### config.mk
export PLATFORM = sky130hd
export DESIGN_NAME = sub_div_seq
export DESIGN_NICKNAME = d
export VERILOG_FILES = /design/src/rtl/sub_div_seq.sv
export SDC_FILE = /design/constraint.sdc
export NUM_CORES = 1
export LEC_CHECK = 0
export CAP_MARGIN = 15
export CORE_ASPECT_RATIO = 1.5
export CORE_MARGIN = 2
export CORE_UTILIZATION = 33
export CTS_CLUSTER_SIZE = 28
export DETAILED_ROUTE_END_ITERATION = 10
export PLACE_DENSITY_LB_ADDON = 0.25
export SYNTH_ARGS = -nofsm -noshare
export SYNTH_HDL_FRONTEND = slang
export SYNTH_SLANG_ARGS = --single-unit
### constraint.sdc
create_clock -name clk -period 2.8 [get_ports clk]
set_clock_uncertainty 0.2 [all_clocks]
set_input_delay 0.28 -clock clk [delete_from_list [all_inputs] [get_ports clk]]
set_output_delay 0.28 -clock clk [all_outputs]
set_load 0.05 [all_outputs]
### src/rtl/sub_div_seq.sv
// Restoring unsigned divider sequencer driving an external combinational subtractor,
// one trial subtraction per clock, behind a start/busy/done handshake.
module sub_div_seq #(
    parameter int              WIDTH  = 4,
    parameter logic [WIDTH-1:0] ZERO_Q = {WIDTH{1'b1}}
) (
    input  logic             clk,
    input  logic             rst_n,
    input  logic             start,
    input  logic [WIDTH-1:0] dividend,
    input  logic [WIDTH-1:0] divisor,
    output logic             busy,
    output logic             done,
    output logic [WIDTH-1:0] quotient,
    output logic [WIDTH-1:0] remainder,
    output logic             dbz,
    output logic [WIDTH-1:0] sub_a,
    output logic [WIDTH-1:0] sub_b,
    input  logic [WIDTH-1:0] sub_s,
    input  logic             sub_cout
);

    localparam int CW = (WIDTH > 1) ? $clog2(WIDTH) : 1;

    typedef enum logic [1:0] {IDLE, ITER, DONE} state_t;

    state_t           state, state_next;
    logic [WIDTH-1:0] d_reg, q_reg, r_reg;
    logic [CW-1:0]    cnt;
    logic [WIDTH-1:0] p, q_next, r_next;

    // Partial remainder shifted left with the next dividend bit from Q's MSB.
    assign p      = {r_reg[WIDTH-2:0], q_reg[WIDTH-1]};
    assign r_next = sub_cout ? sub_s : p;
    assign q_next = {q_reg[WIDTH-2:0], sub_cout};

    assign busy = (state != IDLE);
    assign done = (state == DONE);

    always_comb begin
        sub_a = '0;
        sub_b = '0;
        if (state == ITER) begin
            sub_a = p;
            sub_b = d_reg;
        end
    end

    always_ff @(posedge clk or negedge rst_n) begin
        if (!rst_n) state <= IDLE;
        else        state <= state_next;
    end

    always_comb begin
        state_next = state;
        case (state)
            IDLE: if (start) state_next = (divisor == '0) ? DONE : ITER;
            ITER: if (cnt == '0) state_next = DONE;
            DONE: state_next = IDLE;
            default: state_next = IDLE;
        endcase
    end

    always_ff @(posedge clk or negedge rst_n) begin
        if (!rst_n) begin
            d_reg     <= '0;
            q_reg     <= '0;
            r_reg     <= '0;
            cnt       <= '0;
            quotient  <= '0;
            remainder <= '0;
            dbz       <= 1'b0;
        end else begin
            case (state)
                IDLE: begin
                    if (start) begin
                        d_reg <= divisor;
                        q_reg <= dividend;
                        r_reg <= '0;
                        cnt   <= CW'(WIDTH - 1);
                        // Divide-by-zero skips iteration; results land as DONE is entered.
                        if (divisor == '0) begin
                            quotient  <= ZERO_Q;
                            remainder <= dividend;
                            dbz       <= 1'b1;
                        end
                    end
                end
                ITER: begin
                    r_reg <= r_next;
                    q_reg <= q_next;
                    if (cnt == '0) begin
                        quotient  <= q_next;
                        remainder <= r_next;
                        dbz       <= 1'b0;
                    end else begin
                        cnt <= cnt - 1'b1;
                    end
                end
                default: ;
            endcase
        end
    end

endmodule

==> impl_results.rst <==
.. list-table::
   :header-rows: 1

   * - Metric
     - Value
   * - Run status
     - complete, no violations
   * - Worst min path class
     - primary input to async pin
   * - Total track usage
     - 0.146
   * - Setup repair bufs after CTS
     - 0
   * - Share of final-layout standard cells stronger than drive strength 1
     - 0.190
   * - Violation count after the first detailed-route iteration
     - 17
   * - Routed len/inst
     - 13.8 microns
   * - Critical path fanouts, max
     - 8
   * - Total nets after synthesis
     - 125
   * - Worst Tran Pin Value
     - 0.537 ns
   * - Standard cell core area
     - 0.00358 sq mm
   * - Delay of the slowest cell on the worst path
     - 0.80 ns
   * - Category of cells accounting for the largest share of critical-path delay
     - buffers and inverters
   * - CTS sink count
     - 24
   * - Remaining antenna violation count after routing
     - 0
   * - Adder-cell area share of the yosys netlist
     - 0.0103
   * - Total of hold buffers inserted after clock tree synthesis
     - 0
   * - Setup-violating endpoint count in the final report
     - 0
   * - Initial standard-cell utilization of the core
     - 0.339
   * - Post-route clock period utilization
     - 0.798
   * - Compound-cell area share of the yosys netlist
     - 0.116
   * - DRC errors left
     - 0
   * - Layout net count
     - 160
   * - Hold Vio Cnt, Final
     - 0
   * - Share of synthesized area spent on multiplexers
     - 0.188
   * - Number of H-tree levels
     - 1
   * - Slew Viols, Final
     - 0
   * - Clock transition at the register clock pins on the worst setup and hold paths after CTS
     - 0.08 ns
   * - Total congestion overflow after global routing
     - 0
   * - Die boundary height
     - 78.2 microns
   * - Startpoint Class
     - flip-flop
   * - DIE AREA
     - 0.00418 sq mm
   * - Count of standard-cell rows
     - 27
   * - Antenna violations before repair
     - 0
   * - Area growth, synth to finish
     - 41.5%
   * - Total of max-cap violations
     - 0
   * - Dominant combinational cell family by area after synthesis
     - multiplexers
   * - CP max stage cell
     - clkdlybuf4s50_1
   * - Required time of the worst setup path
     - 2.32 ns
   * - Number of buffers added on ports
     - 34
   * - Category of the critical setup timing path
     - flip-flop to output port
   * - Post-Synthesis Cell Area
     - 0.00121 sq mm
   * - Via count of the first global-routing pass
     - 933
   * - Clock tree from TritonCTS
     - done
   * - Clock latency on the worst-skew pair
     - 0.26 ns
   * - CP endpoint kind
     - output port
   * - Vias after detailed routing
     - 914
   * - Total negative slack
     - 0 ns
   * - WP data arrival
     - 1.76 ns
   * - Final critical-path setup slack
     - 0.565 ns
   * - Die outline width
     - 53.5 microns
   * - CP cell instances
     - inv_1 -> nor2_1 -> clkdlybuf4s50_1
   * - First-pass iteration count of the detailed router
     - 4
   * - Sequential-to-total area share from yosys stat
     - 0.495
   * - Worst-case clock buffer depth
     - 2
   * - Number of diodes
     - 0
   * - #FFs+latches synth
     - 24
   * - Post-Synthesis Mean Instance Area
     - 11.2 sq um
   * - DR vias/cell
     - 4.94
   * - Post-placement cell count
     - 181
   * - Maximum number of pins on one net before global-route repair
     - 27
   * - Yosys warning count
     - 0
   * - Clock buffer count from CTS
     - 3
   * - Post-route insts no fill
     - 185
   * - Detailed Place HPWL
     - 2.00 mm
   * - Synthesized-area fraction occupied by and/or/nand/nor cells
     - 0.129
   * - XOR/XNOR share of the synthesized area
     - 0
   * - Routability Congestion
     - 0.752
   * - Clock period minus worst slack
     - 2.24 ns
   * - Overall power consumption
     - 0.00234 W
   * - Unrepaired setup endpoints after global routing
     - false
   * - Post-synthesis instance total
     - 108
   * - Worst-case vdd ir drop
     - 0.620 mV
   * - Root cell of the clock tree
     - clkbuf_8
   * - Global-route wire length before repair
     - 4.49 mm
   * - Slew margin rel.
     - 0.639
   * - Number of different library cells in the post-synthesis netlist
     - 28
   * - Peak clock frequency supported by timing
     - 447 MHz
   * - Crit path buf inv count
     - 2
   * - Count of pins on the block boundary
     - 35
   * - Placement-stage worst setup slack
     - 0.613 ns
   * - PD cells
     - 1360 mW/mm^2
   * - Leak
     - 0.751 nW
   * - Core Util, Final
     - 0.479
   * - Final wirelength
     - 2.55 mm
   * - Post-cts sizing count
     - 0
-- Yosys cell counts (all sizes together) --
library cell | n | area share
dfrtp | 24 | 0.50
nor4 | 1 | 0.010
or3b | 1 | 0.0072
nand3 | 3 | 0.012
or2 | 1 | 0.0052
mux2 | 10 | 0.11
mux2i | 10 | 0.083
a22o | 1 | 0.014
inv | 7 | 0.022
nor2b | 1 | 0.0052
a21oi | 6 | 0.025
a2bb2oi | 4 | 0.029
nor3 | 2 | 0.0083
a31oi | 1 | 0.0052
nor3b | 2 | 0.012
o21ai | 9 | 0.037
nand2b | 1 | 0.0052
nor2 | 1 | 0.0031
clkbuf | 1 | 0.0031
and2 | 8 | 0.041
ha | 1 | 0.010
o22ai | 1 | 0.0052
nand2 | 6 | 0.019
buf | 6 | 0.037
-- final timing paths --
path	cells past startpoint	endpoint	startpoint	slack, ns
worst min register to register	1	cnt[0]	cnt[0]	0.28
worst min-delay path	2	cnt[0]	rst_n	0.17
worst max-delay path	3	done	state[1]	0.56
worst max register to register	4	remainder[3]	state[1]	0.94
max in group asynchronous	2	quotient[3]	rst_n	2.00
min in group clk	1	cnt[0]	cnt[0]	0.28
-- metrics by stage --
step                cell area [sq um]  hold slack, ns
floorplan                        1210          -0.216
global placement                 1660           0.265
detailed placement               1660           0.277
CTS                              1720           0.179
global route                     1720           0.203
finish                           1720           0.168
-- routing by layer --
layer,wire length [microns],vias up,global-route usage
met2,1340,15,0.232
met3,73,5,0.0228
li1,-,442,-
met1,1070,452,0.188
met4,60,0,0.0692
met5,0,-,0
-- power by group --
| part | total [W] | switching, W | leakage (nW) | internal (W) |
|---|---|---|---|---|
| Combinational | 0.00147 | 0.000828 | 0.439 | 0.000642 |
| Clock | 0.000231 | 0.000106 | 0.0288 | 0.000125 |
| Sequential | 0.000634 | 0.000117 | 0.284 | 0.000517 |
| Total | 0.00234 | 0.00105 | 0.751 | 0.00128 |
-- layout make-up --
class | instances | area, sq um
Multi-Input combinational cell | 70 | 537
Sequential cell | 24 | 601
Timing Repair Buffer | 37 | 443
Inverter | 7 | 26.3
Tap cell | 43 | 53.8
Fill cell | 349 | 1870
Clock buffer | 4 | 55.1
-- logic make-up (layout without fill, tap and decap cells) --
| logic type | Yosys count | count (layout) |
|---|---|---|
| buf+inv | 14 | 48 |
| mux | 20 | 20 |
| compound gates | 22 | 22 |
| fa+ha+maj | 1 | 1 |
| simple gates | 27 | 27 |
| flops | 24 | 24 |
-- placed cells by master, fill, tap and decap left out, drive strengths merged --
cell and count:
a21oi 6, nand2 6, and2 8, o21ai 9
or2 1, a22o 1, clkbuf 4, inv 7
ha 1, nor2b 1, clkdlybuf4s50 26, or3b 1
o22ai 1, nand3 3, mux2 10, a31oi 1
nand2b 1, a2bb2oi 4, mux2i 10, nor2 1
nor4 1, dfrtp 24, buf 11, nor3 2
nor3b 2
No activity file was read; power rests on OpenSTA's default activity.
